[src/rtl/lc3b_ir_queue.sv]
// LC-3b instruction register queue: DEPTH-entry circular buffer of fetched words
// with the head word presented as decoded fields and sign/zero-extended offsets.
module lc3b_ir_queue #(
    parameter int DEPTH = 4,
    parameter int CW    = $clog2(DEPTH) + 1
) (
    input  logic          clk,
    input  logic          rst_n,
    input  logic          flush,
    input  logic          in_valid,
    input  logic [15:0]   in_word,
    output logic          in_ready,
    output logic          out_valid,
    input  logic          out_ready,
    output logic [CW-1:0] count,
    output logic [3:0]    opcode,
    output logic [2:0]    dest,
    output logic [2:0]    src1,
    output logic [2:0]    src2,
    output logic          imm_bit,
    output logic          jsr_bit,
    output logic [1:0]    shift_flags,
    output logic [3:0]    imm4,
    output logic [4:0]    imm5,
    output logic [7:0]    trapvect8,
    output logic [5:0]    offset6,
    output logic [8:0]    offset9,
    output logic [10:0]   offset11,
    output logic [15:0]   sext5,
    output logic [15:0]   sext6,
    output logic [15:0]   adj6,
    output logic [15:0]   adj9,
    output logic [15:0]   adj11,
    output logic [15:0]   zext8x2
);
    localparam int AW = $clog2(DEPTH);

    logic [15:0]   mem_q [DEPTH];
    logic [AW-1:0] wptr_q, wptr_d;
    logic [AW-1:0] rptr_q, rptr_d;
    logic [CW-1:0] count_q, count_d;
    logic          push, pop;
    logic [15:0]   head;

    // Handshake: a transfer happens on a rising edge where valid && ready are both
    // high; ready/valid come from registered state only, and flush cancels both.
    assign in_ready  = (count_q != CW'(DEPTH));
    assign out_valid = (count_q != '0);
    assign count     = count_q;
    assign push      = in_valid && in_ready;
    assign pop       = out_valid && out_ready;

    always_comb begin
        wptr_d  = wptr_q;
        rptr_d  = rptr_q;
        count_d = count_q;
        if (flush) begin
            wptr_d  = '0;
            rptr_d  = '0;
            count_d = '0;
        end else begin
            if (push) wptr_d = wptr_q + AW'(1);
            if (pop)  rptr_d = rptr_q + AW'(1);
            if (push && !pop)      count_d = count_q + CW'(1);
            else if (pop && !push) count_d = count_q - CW'(1);
        end
    end

    always_ff @(posedge clk or negedge rst_n) begin
        if (!rst_n) begin
            wptr_q  <= '0;
            rptr_q  <= '0;
            count_q <= '0;
        end else begin
            wptr_q  <= wptr_d;
            rptr_q  <= rptr_d;
            count_q <= count_d;
        end
    end

    // Storage is data-only: contents survive pop/flush, validity lives in count_q.
    always_ff @(posedge clk) begin
        if (push && !flush) mem_q[wptr_q] <= in_word;
    end

    assign head = out_valid ? mem_q[rptr_q] : 16'h0000;

    assign opcode      = head[15:12];
    assign dest        = head[11:9];
    assign src1        = head[8:6];
    assign src2        = head[2:0];
    assign imm_bit     = head[5];
    assign jsr_bit     = head[11];
    assign shift_flags = head[5:4];
    assign imm4        = head[3:0];
    assign imm5        = head[4:0];
    assign trapvect8   = head[7:0];
    assign offset6     = head[5:0];
    assign offset9     = head[8:0];
    assign offset11    = head[10:0];
    assign sext5       = {{11{head[4]}}, head[4:0]};
    assign sext6       = {{10{head[5]}}, head[5:0]};
    assign adj6        = {{9{head[5]}}, head[5:0], 1'b0};
    assign adj9        = {{6{head[8]}}, head[8:0], 1'b0};
    assign adj11       = {{4{head[10]}}, head[10:0], 1'b0};
    assign zext8x2     = {7'b0, head[7:0], 1'b0};
endmodule

[config.mk]
export PLATFORM = sky130hd
export DESIGN_NAME = lc3b_ir_queue
export DESIGN_NICKNAME = d
export VERILOG_FILES = /design/src/rtl/lc3b_ir_queue.sv
export SDC_FILE = /design/constraint.sdc
export NUM_CORES = 1
export LEC_CHECK = 0
export BUFFER_PORTS_ARGS = -buffer_cell sky130_fd_sc_hd__buf_2
export CAP_MARGIN = 40
export CORE_MARGIN = 2
export CORE_UTILIZATION = 30
export CTS_CLUSTER_SIZE = 25
export DETAILED_ROUTE_END_ITERATION = 10
export SLEW_MARGIN = 5
export SYNTH_ARGS = -nofsm -noshare
export SYNTH_HDL_FRONTEND = slang
export SYNTH_SLANG_ARGS = --single-unit
[constraint.sdc]
create_clock -name clk -period 5.78 [get_ports clk]
set_clock_uncertainty 0.15 [all_clocks]
set_input_delay 1.156 -clock clk [delete_from_list [all_inputs] [get_ports clk]]
set_output_delay 1.156 -clock clk [all_outputs]
set_load 0.005 [all_outputs]
# Word level (Yosys, flattened, before mapping)
# Memory sizes are Yosys's and may differ from the RTL's.
# Cells that the tools add are included.
# word_totals
inputBits	21
memories	1
wordCells	31
mem_bits_rw	64
latch_bits	0
reg_bits	7
mem_bits_ro	0
output_inout_bits	161
# memory_table
name	depth	width	read_ports	rd_clocked_by_memory_dff	write_ports	line	rtl
mem_q	4	16	1	0	1	38	logic [15:0] mem_q [DEPTH];
# op_classes
n_reduce_logical	12
eq_ne	1
n_shift	0
bitwise_logic	0
n_addsub	4
n_div	0
mul	0
mux	10
order_cmp	0
# ops
op	n
$mux 16	1
$mux 3	3
$mux 2	4
$reduce_bool 3->1	2
$logic_and 1x1->1	5
$add 2x1->2 const B	2
$reduce_bool 2->1	2
$add 3x1->3 const B	1
$logic_not 1->1	3
$ne 3x3->1 const B	1
$sub 3x1->3 const B	1
$mux 1	2

# Logic depth before layout (Yosys ltp)
# Gate-level depths: netlist of run 1.
# logic_depth
depth_word	7
ltp_mapped	8
depth_no_buf	7

# Least setup slack after synthesis of run 1
# No wires, ideal clock.
# synth_timing
path_type	register to output
start	register count_q[1] (netlist: count[1])
end	output port adj11[6]
required_ps	4474
path_stages_with_launch	7
slack_ps	2659
path_buffers	3
t_arrival_ps	1815
cell_sequence	dfrtp_1 -> clkbuf_2 -> nor2_1 -> nand2_1 -> clkbuf_1 -> and2_1 -> buf_4
# synth_between
elab_chain_len	2
# synth_lines
element	line	rtl
from (decl)	41	logic [CW-1:0] count_q, count_d;
from (signal assigned)	77	count_q <= count_d;
$reduce_bool 3->1	48	assign out_valid = (count_q != '0);
named net out_valid	13	output logic out_valid,
$mux 16	86	assign head = out_valid ? mem_q[rptr_q] : 16'h0000;
to (decl)	33	output logic [15:0] adj11,
# The timed path passes the listed nets, and every way through them passes these cells.

# Worst setup path after layout of run 1
# layout_timing
start	register count_q[0] (netlist: count[0])
end	output port sext6[6]
# layout_between
elab_chain_len	2
# layout_lines
element	line	rtl
$reduce_bool 3->1	48	
$mux 16	86	
to (decl)	30	output logic [15:0] sext6,
# No other way between the ends.

==> results.yml, run 1 <==
synthesis:
  synth_area_leader_cell: "edfxtp_1"
  avgSynthCellArea_um2: 13.3
  synth_xor_area_frac: 0.00432
  ys_top_cells_by_area: "edfxtp_1, buf_4, mux4_1, mux4_2, dfrtp_1"
  ys_seq_area_frac: 0.517
  synthMuxAreaShare: 0.104
  synth_seq_cells: 71
  netlist.area_leader.share: 0.474
  synth_top_family_by_area: "buffers and inverters"
  synth-adder-area-share: 0.0173
  synth_compound_area_frac: 0.0259
  ys_warn_count: 0
  synth_cells: 304
  synthSimpleGateAreaFrac: 0.0481
  syn_area_um2: 4060
  synth.distinct_cells: 34
critical_path:
  cpMaxStageDelayCell: "and2_1"
  crit_chain: "nor2_1 > nand2_1 > and2_1 > buf_2"
  max_stage_delay_ps: 630
  reg2reg_depth: 6
  cp-start-kind: "register"
  worst-path-max-fanout: 30
  required_ps: 4470
  crit_arrival_ps: 2320
  endpoint_kind: "output port"
  worstSetupPathType: "register to output port"
global_route:
  grt_use_total: 0.0912
  grt_pass1_wl_um: 9880
  grt_pass1_vias: 1804
  antenna_found_initial: 1
  grt_overflow: 0
  grt_max_degree: 31
layout:
  multi_input_area_um2: 852
  fin_nets: 376
  n_fill_cell: 1302
  syn2layout_area_growth_pct: 9.65
  diodes: 0
  final-seq-area_um2: 2100
  drive_gt1_frac: 0.566
  final_area_um2: 4450
  layout.cells.non_filler: 531
timing:
  slew_headroom: 0.477
  hold_viol: 0
  layout_min_cycle_time_ps: 3630
  slew_viol_final: 0
  fin_ws_ps: 2150
  fin_crit_sh: 0.628
  setup_violations: 0
  finalSetupTns_ps: 0
  rsz0062_at_grt: "no"
  max_freq_mhz: 276
  max_slew.worst_pin.slew_ps: 784
clock_tree:
  cts-root-buf: "clkbuf_16"
  cts.clk_slew.worst_paths_ps: 60
  clock_path_buffers: 2
  cts_resized: 0
  postCtsHoldBufs: 0
  cts_buffers: 9
  clk_latency_ps: 330
  postCtsSetupBuffers: 0
  cts_tree: "done"
  htree_levels: 3
  cts.sinks: 71
floorplan:
  num_io_pins: 182
  core_um2: 13200
  die_area_um2: 14500
  start_util: 0.306
  die_w_um: 120
  num_rows: 42
  die_y_um: 120
placed_design:
  place.gp.congestion: 0.700
  hpwlAfterDp_um: 4990
  dp_cells: 515
  numPortBuffers: 170
  placed_cell_area_um2: 4130
  detailedPlace.worstSlack_ps: 2410
hold_path:
  holdPathStages: 2
  hold_path_class: "register to register"
power_and_ir_drop:
  switching_power_uw: 724
  combPwrFrac: 0.449
  ir_worst_vdd_mv: 0.181
  netSwitchingFraction: 0.328
  seqPwrFrac: 0.290
  clkPwrFrac: 0.261
  p_per_area_nw_per_um2: 496
  power.internal_uw: 1480
  p_leak_uw: 0.00199
detailed_routing:
  drt_pass1_iterations: 4
  via_count: 2140
  drt-initial-drc-count: 70
  wl_um: 6820
  drc_errors: 0
  drtAntennaViolNets: 0
  wl_per_cell_um: 12.8
  avgViaCountPerCell: 4.03
status:
  outcome: "completed"
job:
  maxCapViolations: 0
synth_stat cells:
cell type  number
buf_4         140
edfxtp_1       64
and2_1         20
mux4_1          8
mux4_2          8
nor2_1          8
dfrtp_1         7
inv_1           7
buf_2           5
ha_1            4
o21ai_0         3
a21oi_1         2
clkbuf_1        2
mux2_2          2
nand3_1         2
o21a_1          2
o31ai_1         2
xor2_1          2
a211oi_1        1
a221oi_2        1
a31o_2          1
and3_1          1
buf_12          1
buf_6           1
clkbuf_2        1
conb_1          1
fa_1            1
mux2i_1         1
nand2_1         1
nand3b_1        1
nor3_1          1
nor3b_1         1
o311a_1         1
o311ai_0        1
per-stage QoR:
step / total power [uW] / hold slack (ps) / utilization
6_report: 2210 / 452 / 0.336
5_1_grt: 2370 / 487 / 0.336
4_1_cts: 2250 / 448 / 0.336
3_5_place_dp: 1670 / 441 / 0.312
3_3_place_gp: 1650 / 433 / 0.306
2_1_floorplan: 1740 / 403 / -
critical path: cells and delay by family, from the launching register on:
kind | cells | cell delay [ps]
buffers and inverters | 1 | 230
DFF | 1 | 500
and+or+nand+nor | 3 | 1240
metal layers:
| layer | vias up | GRT usage | wire [um] |
|---|---|---|---|
| met5 | - | 0 | 16 |
| met4 | 2 | 0.0371 | 91 |
| met1 | 1002 | 0.112 | 2740 |
| met3 | 12 | 0.0255 | 591 |
| met2 | 120 | 0.152 | 3380 |
| li1 | 1004 | - | - |
state kept, by name, indices dropped and copies added (netlist names):
register / cells
count: 3
mem_q: 64
rptr_q: 2
wptr_q: 2
power by group through the flow:
| stage | Combinational [uW] | Clock [uW] | Sequential (uW) |
|---|---|---|---|
| 2_1_floorplan | 1130 | 0 | 618 |
| 3_3_place_gp | 981 | 0 | 667 |
| 3_5_place_dp | 1020 | 0 | 651 |
| 4_1_cts | 1020 | 588 | 640 |
| 5_1_grt | 1120 | 609 | 647 |
| 6_report | 992 | 578 | 640 |
layout make-up:
type | instances | share of cell area
sequential | 71 | 0.471
timing repair buffer | 175 | 0.211
inverter | 7 | 0.00591
tap | 176 | 0.0495
clock inverter | 5 | 0.0186
multi-input combinational | 86 | 0.192
clock buffer | 11 | 0.0523
kinds of logic after synthesis:
group	Yosys count
other cells	1
compound gates	14
flops	71
fa+ha+maj	5
mux	19
xor+xnor	2
buf+inv	157
simple gates	35
path summary, 6_finish.rpt:
check | start | to | slack [ps]
min in group asynchronous | rst_n | count[0]$_DFFE_PN0P_ | 510
worst max register to register | count[2]$_DFFE_PN0P_ | count[2]$_DFFE_PN0P_ | 3280
worst max-delay path | count[0]$_DFFE_PN0P_ | sext6[6] | 2150
worst min-delay path | wptr_q[0]$_DFFE_PN0P_ | wptr_q[0]$_DFFE_PN0P_ | 450
worst min register to register | wptr_q[0]$_DFFE_PN0P_ | wptr_q[0]$_DFFE_PN0P_ | 450
max in group asynchronous | rst_n | rptr_q[0]$_DFFE_PN0P_ | 4790
layout by cell type (no fill, tap or decap), types with 4 or more instances in the layout:
cell type,n
ha_1,4
nor2_1,8
buf_2,170
inv_1,7
mux4_2,8
buf_8,4
edfxtp_1,64
dfrtp_1,7
mux4_1,8
clkbuf_16,9
conb_1,11
and2_1,20
No activity file was read; power rests on OpenSTA's default activity.
==> run 2: changes to the inputs <==
Clock period 5.78 ns to 3.1 ns, I/O delays scaled along.
==> run 2 against run 1 <==
Against the previous run: critical path type unchanged; first-iteration DRC count fell by 11%; design area rose by 0.28%; non-clock buffer count rose by 4; global-route usage fell by 0.29 points; via count fell by 1.2%; sequential power rose by 83%.
==> results.yml, run 2 (synthesized netlist as in run 1, its figures left out) <==
layout:
  largest_register_ffs: 64
  utilization: 0.337
  fin_nets: 380
  layout.cells.non_filler: 535
  top_register: "mem_q"
  drive_gt1_frac: 0.577
  syn2layout_area_growth_pct: 9.96
  layout_common_cells: "buf_2, edfxtp_1, and2_1, conb_1, clkbuf_16"
  final_common_cell: "buf_2"
  diodes: 0
global_route:
  grt_pass1_vias: 1771
  use_met2: 0.145
  grt_pass1_wl_um: 9430
  met1_usage: 0.104
  grt.busiest_layer: "met2"
  use_met3: 0.0349
  grt_max_degree: 31
  grt_use_total: 0.0883
  grt_overflow: 0
  antenna_found_initial: 1
timing:
  setup_violations: 0
  max_freq_mhz: 347
  fin_ws_ps: 215
  max_slew.worst_pin.slew_ps: 512
  fin_crit_sh: 0.931
  slew_viol_final: 0
  finalSetupTns_ps: 0
  rsz0062_at_grt: "no"
  hold_viol: 0
  layout_min_cycle_time_ps: 2880
  holdWs_ps: 352
  slew_headroom: 0.659
clock_tree:
  cts-root-buf: "clkbuf_16"
  htree_levels: 3
  cts.clk_slew.worst_paths_ps: 60
  postCtsSetupBuffers: 0
  cts.sinks: 71
  clock_path_buffers: 2
  cts_buffers: 9
  cts_tree: "done"
  clk_latency_ps: 330
hold_path:
  hold_path_class: "input pin to register"
  holdPathStages: 1
  hold-path-endpoint: "mem_q[0][12]$_DFFE_PP_"
  hp-start: "in_word[12]"
detailed_routing:
  drt-initial-drc-count: 62
  drt_pass1_iterations: 4
  wl_um: 6700
  via_count: 2114
  drc_errors: 0
  wl_per_cell_um: 12.5
  avgViaCountPerCell: 3.95
  drtAntennaViolNets: 0
floorplan:
  start_util: 0.306
  core_um2: 13200
  die_area_um2: 14500
  die_w_um: 120
  die_y_um: 120
  num_rows: 42
  num_io_pins: 182
power_and_ir_drop:
  p_leak_uw: 0.00202
  ir_worst_vdd_mv: 0.344
  p_per_area_nw_per_um2: 938
critical_path:
  reg2reg_depth: 6
  worstSetupPathType: "register to output port"
  r2r_slack_ps: 620
  required_ps: 2330
  worst-path-max-fanout: 14
  crit_arrival_ps: 2110
  cp-start-kind: "register"
  reg2reg_to: "count[2]$_DFFE_PN0P_"
  reg2reg_from: "count[0]$_DFFE_PN0P_"
  endpoint_kind: "output port"
placed_design:
  dp_cells: 518
  hpwlAfterDp_um: 4780
  detailedPlace.worstSlack_ps: 487
  place.gp.congestion: 0.715
  numPortBuffers: 170
job:
  maxCapViolations: 0
status:
  outcome: "completed"
==> run 2: changes by cell type in the layout (fill, tap and decap cells not counted), sizes merged <==
| cell | delta |
|---|---|
| buf | +3 |
| clkbuf | -2 |
| bufinv | +1 |
| clkinv | +1 |
| clkinvlp | -1 |
| dlygate4sd3 | +1 |
| inv | +1 |
==> run 2: how the worst max path moves through the flow <==
| stage | start | endpoint | slack, ps | cells after the start |
|---|---|---|---|---|
| floorplan | count[1]$_DFFE_PN0P_ | adj11[6] | 510 | 6 |
| global placement | rptr_q[0]$_DFFE_PN0P_ | adj9[10] | 530 | 4 |
| detailed placement | count[0]$_DFFE_PN0P_ | sext6[10] | 490 | 4 |
| CTS | count[0]$_DFFE_PN0P_ | sext6[10] | 130 | 4 |
| global route | rptr_q[0]$_DFFE_PN0P_ | offset11[8] | 50 | 4 |
| finish | rptr_q[0]$_DFFE_PN0P_ | adj9[15] | 220 | 4 |
==> run 2: worst max-delay path, cell delays in order, from the launching register on <==
cell	delay, ps
dfrtp_1	470
buf_4	340
mux4_1	580
and2_1	240
buf_2	150
==> run 2: through the flow <==
stage	cell area, um2	total power, uW
after floorplan	4100	3250
after global placement	4110	3100
after detailed placement	4110	3100
after CTS	4460	4270
after global routing	4460	4490
final	4460	4190
==> run 2: final cells by class <==
type	instances	area, um2
well taps	176	220
fillers	1317	8780
multi-input cells	86	853
flip-flops and latches	71	2100
clock buffers	9	225
inverters	7	26.3
repair buffers	179	921
clock inverters	7	119
==> run 2: metal layers <==
layer,part of all wire,wire [um]
met1,0.41,2760
met4,0.015,99
met2,0.49,3260
met3,0.085,566
met5,0.0010,7
==> run 2: report_power, final <==
part           switching [uW]  leakage, uW  internal [uW]  total, uW
Sequential               60.1     0.000674           1110       1170
Clock                     379     0.000162            786       1160
Combinational             905      0.00118            946       1850
==> run 2: repair_timing <==
action | CTS | global route
endpoints found under the hold margin | 7 | 0
hold buffers | 1 | 0
gates resized for setup | 0 | 1
setup endpoints to repair | 0 | 30
==> run 3: changes to the inputs <==
Settings changed: CORE_UTILIZATION 30 to 25.
==> run 3 against run 2 <==
Against the previous run: sequential power about the same; wire length rose by 7.8%; combinational power is essentially flat; highest routed layer is now met4; first-iteration DRC count grew 6.5%; total power down 4.1%; worst hold slack improved by 14 ps.
==> results.yml, run 3 (synthesized netlist as in run 1, its figures left out) <==
clock_tree:
  cts-root-buf: "clkbuf_16"
  clock_path_buffers: 2
  cts.sinks: 71
  clk_latency_ps: 310
  cts.clk_slew.worst_paths_ps: 50
  cts_tree: "done"
  htree_levels: 3
  cts_buffers: 9
critical_path:
  crit_chain: "buf_4 > mux4_2 > and2_1 > buf_2"
  max_stage_delay_ps: 520
  required_ps: 2330
  worstSetupPathType: "register to output port"
  path_buf_inv: 2
  reg2reg_depth: 6
  critPathTopFamily: "multiplexers"
  endpoint_kind: "output port"
  cpMaxStageDelayCell: "mux4_2"
  cp-start-kind: "register"
  r2r_slack_ps: 650
  reg2reg_from: "count[2]$_DFFE_PN0P_"
  crit_arrival_ps: 2050
  reg2reg_to: "count[2]$_DFFE_PN0P_"
  crit_path_start: "rptr_q[0]$_DFFE_PN0P_"
  worst-path-max-fanout: 13
detailed_routing:
  drt-initial-drc-count: 66
  drc_errors: 0
  avgViaCountPerCell: 3.71
  routed-wl-met3_um: 595
  dr.max_layer_used: "met4"
  wl_per_cell_um: 12.6
  wl_met1_um: 2860
  drtAntennaViolNets: 0
  routed-wl-met2_um: 3690
  wl_um: 7220
  drt_pass1_iterations: 4
  via_count: 2126
layout:
  syn2layout_area_growth_pct: 9.71
  drive_gt1_frac: 0.580
  largest_register_ffs: 64
  diodes: 0
  utilization: 0.280
  layout_common_cells: "buf_2, edfxtp_1, and2_1, conb_1, clkbuf_16"
  n_fill_cell: 1623
  final_area_um2: 4450
  top_register: "mem_q"
  final_common_cell: "buf_2"
  fin_nets: 379
global_route:
  grt_overflow: 0
  grt_pass1_wl_um: 10700
  antenna_found_initial: 0
  grt_use_total: 0.0810
  grt_max_degree: 31
  grt_pass1_vias: 1927
timing:
  holdWs_ps: 366
  max_slew.worst_pin.slew_ps: 572
  rsz0062_at_grt: "no"
  slew_headroom: 0.619
  slew_viol_final: 0
  setup_violations: 0
  finalSetupTns_ps: 0
  max_freq_mhz: 354
  hold_viol: 0
  layout_min_cycle_time_ps: 2820
  fin_crit_sh: 0.911
floorplan:
  num_io_pins: 182
  num_rows: 46
  start_util: 0.255
  die_w_um: 131
  die_y_um: 131
  core_um2: 15900
  die_area_um2: 17300
power_and_ir_drop:
  ir_worst_vdd_mv: 0.270
  power.total_uw: 4010
  p_leak_uw: 0.00200
  p_per_area_nw_per_um2: 902
status:
  outcome: "completed"
placed_design:
  place.gp.congestion: 0.634
  numPortBuffers: 170
  placed_cell_area_um2: 4150
  hpwlAfterDp_um: 5210
job:
  maxCapViolations: 0
hold_path:
  hold_path_class: "input pin to register"
  holdPathStages: 1
  hp-start: "in_word[8]"
  hold-path-endpoint: "mem_q[1][8]$_DFFE_PP_"
## run 3: changes by cell type in the layout (fill, tap and decap cells not counted), moves of 2 or more
cell and delta:
clkinv_2 +2, clkinv_4 +2, bufinv_16 -2, clkinvlp_4 -2
## run 3: worst max-delay path by stage
stage                       to  slack [ps]  cells after the start
floorplan             adj11[6]         510                      6
global placement      adj6[15]         380                      4
detailed placement    sext6[7]         250                      4
CTS                   sext6[4]          50                      4
global route          adj11[3]         130                      4
finish              offset6[2]         280                      4
## run 3: final cells by class
| class | count | area, um2 | area share |
|---|---|---|---|
| Sequential cell | 71 | 2100 | 0.471 |
| Timing Repair Buffer | 178 | 913 | 0.205 |
| Multi-Input combinational cell | 86 | 857 | 0.193 |
| Tap cell | 216 | 270 | 0.0607 |
| Clock buffer | 9 | 225 | 0.0506 |
| Clock inverter | 6 | 62.6 | 0.0141 |
| Inverter | 7 | 26.3 | 0.00590 |
## run 3: metal layers
metal	global-route usage	vias up
li1	-	1007
met4	0.0217	0
met3	0.0320	5
met1	0.0884	1000
met2	0.146	114
met5	0	-
## run 3: power by group
group / total, uW / switching, uW / internal [uW]
registers: 1180 / 67.7 / 1110
logic: 1870 / 925 / 945
clock network: 966 / 351 / 615
## run 3: repair_timing
item	4_1_cts	5_1_grt
gates resized for setup	1	2
endpoints found under the setup margin	30	66
setup buffers	0	0
hold endpoints to repair	7	0
hold buffers	1	0
## run 3: metrics by stage
step                      instances  setup WS [ps]
final                           573            277
after global placement          557            377
after global routing            573            126
after detailed placement        557            247
after CTS                       573           50.0
after floorplan                 314            515
